[config.mk]
export PLATFORM = sky130hd
export DESIGN_NAME = lsu
export DESIGN_NICKNAME = d
export VERILOG_FILES = /design/src/rtl/core_pkg.sv /design/src/rtl/lsu_load_align.sv /design/src/rtl/lsu.sv
export SDC_FILE = /design/constraint.sdc
export NUM_CORES = 1
export LEC_CHECK = 0
export CORE_MARGIN = 5
export CORE_UTILIZATION = 45
export CTS_BUF_LIST = sky130_fd_sc_hd__clkbuf_8
export DETAILED_ROUTE_END_ITERATION = 7
export PLACE_DENSITY = 0.83
export SKIP_CTS_REPAIR_TIMING = 1
export SLEW_MARGIN = 20
export SYNTH_ARGS = -nofsm -noshare
export SYNTH_HDL_FRONTEND = slang
export SYNTH_SLANG_ARGS = --single-unit
[constraint.sdc]
create_clock -name clk -period 2.5 [get_ports clk]
set_clock_uncertainty 0.1 [all_clocks]
set_input_delay 0.5 -clock clk [delete_from_list [all_inputs] [get_ports clk]]
set_output_delay 0.5 -clock clk [all_outputs]
set_load 0.1 [all_outputs]
[src/rtl/core_pkg.sv]
// Shared LSU definitions: FSM states, access sizes and RISC-V load/store funct3 encodings.
package core_pkg;

  typedef enum logic [1:0] {
    LSU_IDLE = 2'd0,
    LSU_CMD  = 2'd1,
    LSU_RESP = 2'd2,
    LSU_DONE = 2'd3
  } lsu_state_e;

  typedef enum logic [1:0] {
    SZ_BYTE = 2'd0,
    SZ_HALF = 2'd1,
    SZ_WORD = 2'd2
  } lsu_size_e;

  localparam logic [2:0] F3_LB  = 3'b000;
  localparam logic [2:0] F3_LH  = 3'b001;
  localparam logic [2:0] F3_LW  = 3'b010;
  localparam logic [2:0] F3_LBU = 3'b100;
  localparam logic [2:0] F3_LHU = 3'b101;
  localparam logic [2:0] F3_SB  = 3'b000;
  localparam logic [2:0] F3_SH  = 3'b001;
  localparam logic [2:0] F3_SW  = 3'b010;

  // Any funct3 outside the defined load/store encodings falls back to a word access.
  function automatic lsu_size_e lsu_access_size(input logic [2:0] funct3, input logic is_store);
    lsu_size_e sz;
    sz = SZ_WORD;
    if (is_store) begin
      case (funct3)
        F3_SB:   sz = SZ_BYTE;
        F3_SH:   sz = SZ_HALF;
        F3_SW:   sz = SZ_WORD;
        default: sz = SZ_WORD;
      endcase
    end else begin
      case (funct3)
        F3_LB, F3_LBU: sz = SZ_BYTE;
        F3_LH, F3_LHU: sz = SZ_HALF;
        F3_LW:         sz = SZ_WORD;
        default:       sz = SZ_WORD;
      endcase
    end
    return sz;
  endfunction

endpackage

[src/rtl/lsu_load_align.sv]
// Combinational load lane extraction: picks the byte/halfword lane at off_i and sign- or zero-extends it.
module lsu_load_align
  import core_pkg::*;
(
  input  logic [31:0] raw_i,
  input  logic [1:0]  off_i,
  input  logic [2:0]  funct3_i,
  output logic [31:0] data_o
);

  logic [31:0] lane;
  logic        sign_ext;

  assign lane     = raw_i >> {off_i, 3'b000};
  assign sign_ext = ~funct3_i[2];

  always_comb begin
    data_o = lane;
    case (lsu_access_size(funct3_i, 1'b0))
      SZ_BYTE: data_o = {{24{sign_ext & lane[7]}}, lane[7:0]};
      SZ_HALF: data_o = {{16{sign_ext & lane[15]}}, lane[15:0]};
      default: data_o = lane;
    endcase
  end

endmodule

[src/rtl/lsu.sv]
// Load/store unit bridging the MEM stage to an Avalon-MM master port (IDLE/CMD/RESP/DONE).
// Optional macro LSU_MISALIGN_EXC_EN: flag and drop misaligned halfword/word accesses instead of issuing them.
module lsu
  import core_pkg::*;
#(
  parameter int AW = 32,
  parameter int DW = 32
) (
  input  logic          clk,
  input  logic          rst_b,
  input  logic          mem_read,
  input  logic          mem_write,
  input  logic [2:0]    mem_opcode,
  input  logic [AW-1:0] address,
  input  logic [DW-1:0] wdata,
  output logic [DW-1:0] rdata,
  output logic          lsu_stall,
  output logic          load_misaligned,
  output logic          store_misaligned,
  output logic          avn_read,
  output logic          avn_write,
  output logic [AW-1:0] avn_address,
  output logic [3:0]    avn_byte_enable,
  output logic [DW-1:0] avn_writedata,
  input  logic [DW-1:0] avn_readdata,
  input  logic          avn_waitrequest,
  input  logic          avn_readdatavalid
);

  lsu_state_e    state_q, state_d;
  logic [AW-3:0] addr_q;
  logic [1:0]    off_q;
  logic [2:0]    op_q;
  logic          store_q;
  logic [3:0]    be_q;
  logic [DW-1:0] wdata_q;
  logic [DW-1:0] raw_q;

  logic          req_store;
  logic          req_valid;
  logic          blocked;
  logic          accept;
  lsu_size_e     req_size;
  logic [1:0]    req_off;
  logic [3:0]    req_be;
  logic [DW-1:0] req_wdata;

  // A request with both mem_read and mem_write set is handled as a store.
  assign req_store = mem_write;
  assign req_valid = (mem_read | mem_write) & (state_q == LSU_IDLE);
  assign req_size  = lsu_access_size(mem_opcode, req_store);

`ifdef LSU_MISALIGN_EXC_EN
  logic misaligned;
  assign misaligned = ((req_size == SZ_HALF) & address[0]) |
                      ((req_size == SZ_WORD) & (address[1:0] != 2'b00));
  assign blocked          = misaligned;
  assign load_misaligned  = rst_b & req_valid & ~req_store & misaligned;
  assign store_misaligned = rst_b & req_valid &  req_store & misaligned;
`else
  assign blocked          = 1'b0;
  assign load_misaligned  = 1'b0;
  assign store_misaligned = 1'b0;
`endif

  assign accept = rst_b & req_valid & ~blocked;

  // Offset is the effective lane: halfwords drop addr[0], words drop addr[1:0].
  always_comb begin
    req_off   = 2'b00;
    req_be    = 4'b1111;
    req_wdata = wdata;
    case (req_size)
      SZ_BYTE: begin
        req_off   = address[1:0];
        req_be    = 4'b0001 << address[1:0];
        req_wdata = {4{wdata[7:0]}};
      end
      SZ_HALF: begin
        req_off   = {address[1], 1'b0};
        req_be    = 4'b0011 << {address[1], 1'b0};
        req_wdata = {2{wdata[15:0]}};
      end
      default: ;
    endcase
  end

  always_comb begin
    state_d = state_q;
    case (state_q)
      LSU_IDLE: if (accept) state_d = LSU_CMD;
      LSU_CMD:  if (!avn_waitrequest) state_d = store_q ? LSU_DONE : LSU_RESP;
      LSU_RESP: if (avn_readdatavalid) state_d = LSU_DONE;
      default:  state_d = LSU_IDLE;
    endcase
  end

  always_ff @(posedge clk or negedge rst_b) begin
    if (!rst_b) begin
      state_q <= LSU_IDLE;
      addr_q  <= '0;
      off_q   <= '0;
      op_q    <= '0;
      store_q <= 1'b0;
      be_q    <= '0;
      wdata_q <= '0;
      raw_q   <= '0;
    end else begin
      state_q <= state_d;
      if (accept) begin
        addr_q  <= address[AW-1:2];
        off_q   <= req_off;
        op_q    <= mem_opcode;
        store_q <= req_store;
        be_q    <= req_be;
        wdata_q <= req_wdata;
      end
      // Read data is only taken once the command has been accepted.
      if ((state_q == LSU_RESP) && avn_readdatavalid) raw_q <= avn_readdata;
    end
  end

  assign avn_read        = (state_q == LSU_CMD) & ~store_q;
  assign avn_write       = (state_q == LSU_CMD) &  store_q;
  assign avn_address     = {addr_q, 2'b00};
  assign avn_byte_enable = be_q;
  assign avn_writedata   = wdata_q;
  assign lsu_stall       = (state_q == LSU_CMD) | (state_q == LSU_RESP) | accept;

  lsu_load_align u_load_align (
    .raw_i    (raw_q),
    .off_i    (off_q),
    .funct3_i (op_q),
    .data_o   (rdata)
  );

endmodule

# Yosys cells after proc, flatten, opt, wreduce, memory -nomap -nowiden
# Cells that the tools add are included.
# W data, S select, Z words.
# word_totals
ram_bits	0
input_bits	105
memories	0
rom_bits	0
latch_bits	0
reg_bits	106
word_cells	59
# op_classes
n_shift	3
order_cmp	0
n_mul	0
bitwise	11
n_eq_ne	13
add_sub_neg	0
n_mux	13
reduce_logical	11
div_mod_pow	0
# ops
operator	n
$pmux W32 S2	2
$shr A32 B5 Y32	1
$pmux W2 S2	4
$eq A3 B3 Y1 const B	4
$mux W2	4
$pmux W4 S2	1
$reduce_or A2 Y1	4
$and A1 B1 Y1	6
$eq A2 B1 Y1 const B	3
$eq A3 B1 Y1 const B	2
$logic_not A2 Y1	3
$logic_not A3 Y1	2
$ne A2 B2 Y1 const B	3
$pmux W2 S3	1
$shl A1 B2 Y4 const A	1
$shl A2 B2 Y4 const A	1
$or A1 B1 Y1	3
$reduce_and A3 Y1	1
$eq A2 B2 Y1 const B	1
$not A1 Y1	2
$logic_and A1 B1 Y1	1
$mux W1	1

# Depth between registers and ports, before layout
# depth
word_depth	6
depth_mapped	7
depth_no_buf	5

# Cells and area by module
# Synthesis repeated with hierarchy kept, for this count alone.
# hier_totals
cells_unflattened	535
hier_area_um2	5101.1
# modules_own_cells
module	area_each_um2	instances	cells_per_inst
lsu	4396.7	1	428
lsu_load_align	704.4	1	107

# Least setup slack after synthesis
# Ideal clock, no wire load.
# synth_path
kind	register to output
startpoint	register off_q[1]
endpoint	output port rdata[0]
n_path_buf	2
t_arrival_ns	2.909
slack_ns	-1.009
required_ns	1.900
stages_incl_launch_ff	5
cell_sequence	dfrtp_1 -> clkbuf_8 -> buf_6 -> mux2i_1 -> o21ai_0
# synth_via
elab_chain_cells	2
# synth_lines
element	line	rtl
start: declaration	lsu.sv:32	logic [1:0] off_q;
start signal: assignment	lsu.sv:112	off_q <= req_off;
$shr A32 B5 Y32	lsu_load_align.sv:14	assign lane = raw_i >> {off_i, 3'b000};
$pmux W32 S2	lsu_load_align.sv:19	case (lsu_access_size(funct3_i, 1'b0))
end: declaration	lsu.sv:16	output logic [DW-1:0] rdata,
# Every way passes these cells.

# Worst setup path in the final report
# layout_path
startpoint	register off_q[1]
endpoint	output port rdata[12]
# layout_via
elab_chain_cells	3
# layout_lines
element	line	rtl
$shr A32 B5 Y32 *	lsu_load_align.sv:14	
$and A1 B1 Y1	lsu_load_align.sv:20	SZ_BYTE: data_o = {{24{sign_ext & lane[7]}}, lane[7:0]};
$pmux W32 S2 *	lsu_load_align.sv:19	
# Every way passes the cells marked *; elsewhere a longest branch is shown, timed or not.

==> report_table.html <==
<table>
<tr><th>Metric</th><th>Value</th></tr>
<tr><th colspan="2">Run status</th></tr>
<tr><td>Result of the run</td><td>complete, but fails checks</td></tr>
<tr><td>Failing checks</td><td>setup timing</td></tr>
<tr><th colspan="2">Floorplan</th></tr>
<tr><td>Die area</td><td>approximately 14000 um2</td></tr>
<tr><td>Die Height</td><td>117 um</td></tr>
<tr><td>Width of the die</td><td>between 100 and 150 um</td></tr>
<tr><td>Num ports</td><td>between 200 and 250</td></tr>
<tr><td>Number of rows created at floorplan</td><td>39</td></tr>
<tr><td>Core Region</td><td>11300 um2</td></tr>
<tr><td>Starting Density</td><td>0.456</td></tr>
<tr><th colspan="2">Route</th></tr>
<tr><td>Total Wirelength</td><td>15800 um</td></tr>
<tr><td>Detail-routed via count per cell</td><td>5.39</td></tr>
<tr><td>Initial drt markers</td><td>approximately 220</td></tr>
<tr><td>Drt pass-1 iters</td><td>4</td></tr>
<tr><td>Count of unresolved DRC violations after routing</td><td>0</td></tr>
<tr><td>Antenna Violating Nets Remaining</td><td>0</td></tr>
<tr><td>Wirelength per Cell</td><td>between 15 and 20 um</td></tr>
<tr><td>Routed vias</td><td>roughly 4300</td></tr>
<tr><th colspan="2">Place</th></tr>
<tr><td>Port buffer count</td><td>about 210</td></tr>
<tr><td>HPWL Detailed</td><td>between 10000 and 15000 um</td></tr>
<tr><td>Global placement routability congestion</td><td>0.822</td></tr>
<tr><th colspan="2">Timing</th></tr>
<tr><td>Relative max-transition margin</td><td>0.607</td></tr>
<tr><td>Fmax achieved</td><td>between 300 and 400 MHz</td></tr>
<tr><td>Tightest Pin Transition</td><td>about 0.59 ns</td></tr>
<tr><td>Unrepaired setup endpoints after global routing</td><td>yes</td></tr>
<tr><td>Share of the clock period used by the worst path</td><td>1.03</td></tr>
<tr><td>Final setup margin</td><td>-0.0748 ns</td></tr>
<tr><td>Sum of negative setup slack</td><td>-1.05 ns</td></tr>
<tr><td>Max Slew Vio Count</td><td>0</td></tr>
<tr><td>Endpoints failing hold</td><td>0</td></tr>
<tr><td>Min Clock Period, post-route</td><td>between 2 and 3 ns</td></tr>
<tr><td>Finish-stage setup viols</td><td>24</td></tr>
<tr><th colspan="2">Critical path</th></tr>
<tr><td>Worst path max stage delay</td><td>0.45 ns</td></tr>
<tr><td>Cells along the critical path</td><td>buf_6 -&gt; mux2_2 -&gt; a221oi_4 -&gt; a21oi_4 -&gt; buf_12</td></tr>
<tr><td>Endpoint required time on the critical path</td><td>between 1.5 and 2 ns</td></tr>
<tr><td>Startpoint-to-endpoint class of the critical path</td><td>flip-flop to primary output</td></tr>
<tr><td>CP Launch Type</td><td>flip-flop</td></tr>
<tr><td>Worst reg2reg path depth</td><td>5</td></tr>
<tr><td>Nature of the critical path endpoint</td><td>primary output</td></tr>
<tr><td>Cell with the biggest individual delay on the critical path</td><td>sky130_fd_sc_hd__dfrtp_2</td></tr>
<tr><td>Maximum fanout encountered on the critical timing path</td><td>10</td></tr>
<tr><td>Data arrival time at the worst-slack endpoint</td><td>a little under 2 ns</td></tr>
<tr><th colspan="2">Synthesis</th></tr>
<tr><td>Area contributors post-synth</td><td>sky130_fd_sc_hd__dfrtp_1 (51%), sky130_fd_sc_hd__mux2_2 (23%), sky130_fd_sc_hd__mux2i_1 (6.0%)</td></tr>
<tr><td>Number of unique standard cell types used by synthesis</td><td>36</td></tr>
<tr><td>Sequential-to-total area share from yosys stat</td><td>0.513</td></tr>
<tr><td>Syn Std Cell Area</td><td>between 5000 and 6000 um2</td></tr>
<tr><td>Top flip-flop cell by instance count after synthesis</td><td>sky130_fd_sc_hd__dfrtp_1</td></tr>
<tr><td>Portion of synthesized cell area occupied by the leading cell type</td><td>0.513</td></tr>
<tr><td>Number of flops mapped to enable cells by yosys</td><td>0</td></tr>
<tr><td>Share of flip-flops with an asynchronous set or reset after synthesis</td><td>1.00</td></tr>
<tr><td>Cell type with the highest aggregate area in the netlist</td><td>sky130_fd_sc_hd__dfrtp_1</td></tr>
<tr><td>Post-Synthesis Cells</td><td>around 440</td></tr>
<tr><td>Yosys warns</td><td>0</td></tr>
<tr><td>Synthesized area divided by synthesized cell count</td><td>about 12 um2</td></tr>
<tr><td>Register bit count reported by yosys</td><td>106</td></tr>
<tr><th colspan="2">Layout</th></tr>
<tr><td>Number of inserted filler cells in the final layout</td><td>around 750</td></tr>
<tr><td>Net count, final</td><td>about 760</td></tr>
<tr><td>Layout cell share with drive strength beyond 1</td><td>0.450</td></tr>
<tr><td>Utilization of the core after routing</td><td>0.736</td></tr>
<tr><td>P&amp;R area growth vs syn</td><td>61.2%</td></tr>
<tr><th colspan="2">GRT</th></tr>
<tr><td>Vias in the first global route</td><td>~4600</td></tr>
<tr><td>Maximum number of pins on one net before global-route repair</td><td>roughly 110</td></tr>
<tr><td>Global-route wire length before repair</td><td>23400 um</td></tr>
<tr><td>Total GRT Usage</td><td>0.223</td></tr>
<tr><td>Antenna violations before repair</td><td>0</td></tr>
<tr><td>Congestion Overflow GR</td><td>0</td></tr>
<tr><th colspan="2">Min path</th></tr>
<tr><td>Worst min-delay path category</td><td>input pin to asynchronous set/reset pin</td></tr>
<tr><th colspan="2">Clock network</th></tr>
<tr><td>TritonCTS clock tree</td><td>built</td></tr>
<tr><td>Number of CTS-inserted buffers</td><td>9</td></tr>
<tr><td>Clock transition at the registers of the reported paths</td><td>0.10 ns</td></tr>
<tr><td>H-tree Lvls</td><td>3</td></tr>
<tr><td>Clk Tree Root Cell</td><td>sky130_fd_sc_hd__clkbuf_8</td></tr>
<tr><td>Clock tree buffer depth</td><td>2</td></tr>
<tr><td>Worst-skew pair later-pin latency</td><td>0.38 ns</td></tr>
<tr><td>Total clock sinks</td><td>106</td></tr>
<tr><th colspan="2">Flow run</th></tr>
<tr><td>Number of max-capacitance violations reported</td><td>0</td></tr>
</table>
==> synth_stat cells, types with 3 or more instances <==
master                     instances
sky130_fd_sc_hd__nand3_1          19
sky130_fd_sc_hd__a221oi_1          7
sky130_fd_sc_hd__buf_4             4
sky130_fd_sc_hd__mux2i_1          31
sky130_fd_sc_hd__dfrtp_1         106
sky130_fd_sc_hd__nand2_1          51
sky130_fd_sc_hd__mux2_2          104
sky130_fd_sc_hd__inv_1             5
sky130_fd_sc_hd__nor2b_1           3
sky130_fd_sc_hd__nor2_1            8
sky130_fd_sc_hd__ha_1              4
sky130_fd_sc_hd__buf_2            15
sky130_fd_sc_hd__o21ai_0          37
sky130_fd_sc_hd__clkbuf_1          9
sky130_fd_sc_hd__a21oi_1           9
==> path summary, 6_finish.rpt <==
path                                        start                end  slack [ns]
worst max register to register         state_q[0]         state_q[1]        0.58
worst min-delay path                        rst_b           raw_q[0]        0.11
max in group asynchronous                   rst_b  avn_writedata[26]        1.73
min in group clk                avn_writedata[19]  avn_writedata[19]        0.40
worst min register to register  avn_writedata[19]  avn_writedata[19]        0.40
worst max-delay path                     off_q[1]          rdata[12]       -0.07
==> routing by layer <==
layer | GRT usage | wire length, um
met1 | 0.249 | 5650
met2 | 0.376 | 7940
met3 | 0.0920 | 1730
met4 | 0.0902 | 515
met5 | 0 | 0
==> placed cells by master (no fill, tap or decap), drive strengths merged, types with 3 or more instances in the layout <==
cell           synthesis  routed
buf                   21     129
dfrtp                106     106
mux2                 104     104
clkdlybuf4s50          0     103
nand2                 51      51
o21ai                 37      37
mux2i                 31      31
nand3                 19      19
clkbuf                10      12
a21oi                  9       9
nor2                   8       8
a221oi                 7       7
inv                    5       6
ha                     4       4
conb                   1       4
clkinvlp               0       3
nor2b                  3       3
==> flip-flops by register name, indices dropped and copies added (netlist names) <==
signal / count
addr_q: 30
avn_byte_enable: 4
avn_writedata: 32
off_q: 2
op_q: 3
raw_q: 32
state_q: 2
store_q: 1
==> worst max-delay path: cells and delay by family, from the launching register on <==
kind,cells,cell delay [ns]
muxes,1,0.39
buffers and inverters,2,0.36
DFF,1,0.45
AOI/OAI and AO/OA,2,0.38
==> stage by stage <==
step | cells | hold slack [ns] | setup slack [ns] | cell area, um2
4_1_cts | 789 | 0.153 | -0.309 | 8000
5_1_grt | 801 | 0.173 | -0.147 | 8330
2_1_floorplan | 439 | 0.104 | -0.254 | 5330
6_report | 802 | 0.113 | -0.0748 | 8330
3_3_place_gp | 774 | 0.364 | 0.186 | 7800
3_5_place_dp | 774 | 0.367 | 0.129 | 7800
==> layout make-up <==
cell class / instances / area (um2) / area share
repair inverters: 1 / 7.51 / 0.000901
flip-flops and latches: 106 / 2660 / 0.319
diodes: 1 / 2.50 / 0.000300
clock buffers: 10 / 138 / 0.0165
repair buffers: 234 / 2570 / 0.309
multi-input cells: 296 / 2690 / 0.322
inverters: 6 / 26.3 / 0.00315
well taps: 143 / 179 / 0.0215
clock inverters: 5 / 63.8 / 0.00766
==> cells by family after synthesis <==
kind of cell | synth area share
adder cells (fa/ha/maj) | 0.00969
AO/OA/AOI/OAI | 0.0727
other | 0.000726
AND/OR/NAND/NOR | 0.0768
XOR/XNOR | 0.00170
buffers and inverters | 0.0383
flip-flops | 0.513
multiplexers | 0.287
Power is not shown: default switching activity piles up to over one toggle a cycle in this logic, so the estimate is an artifact.
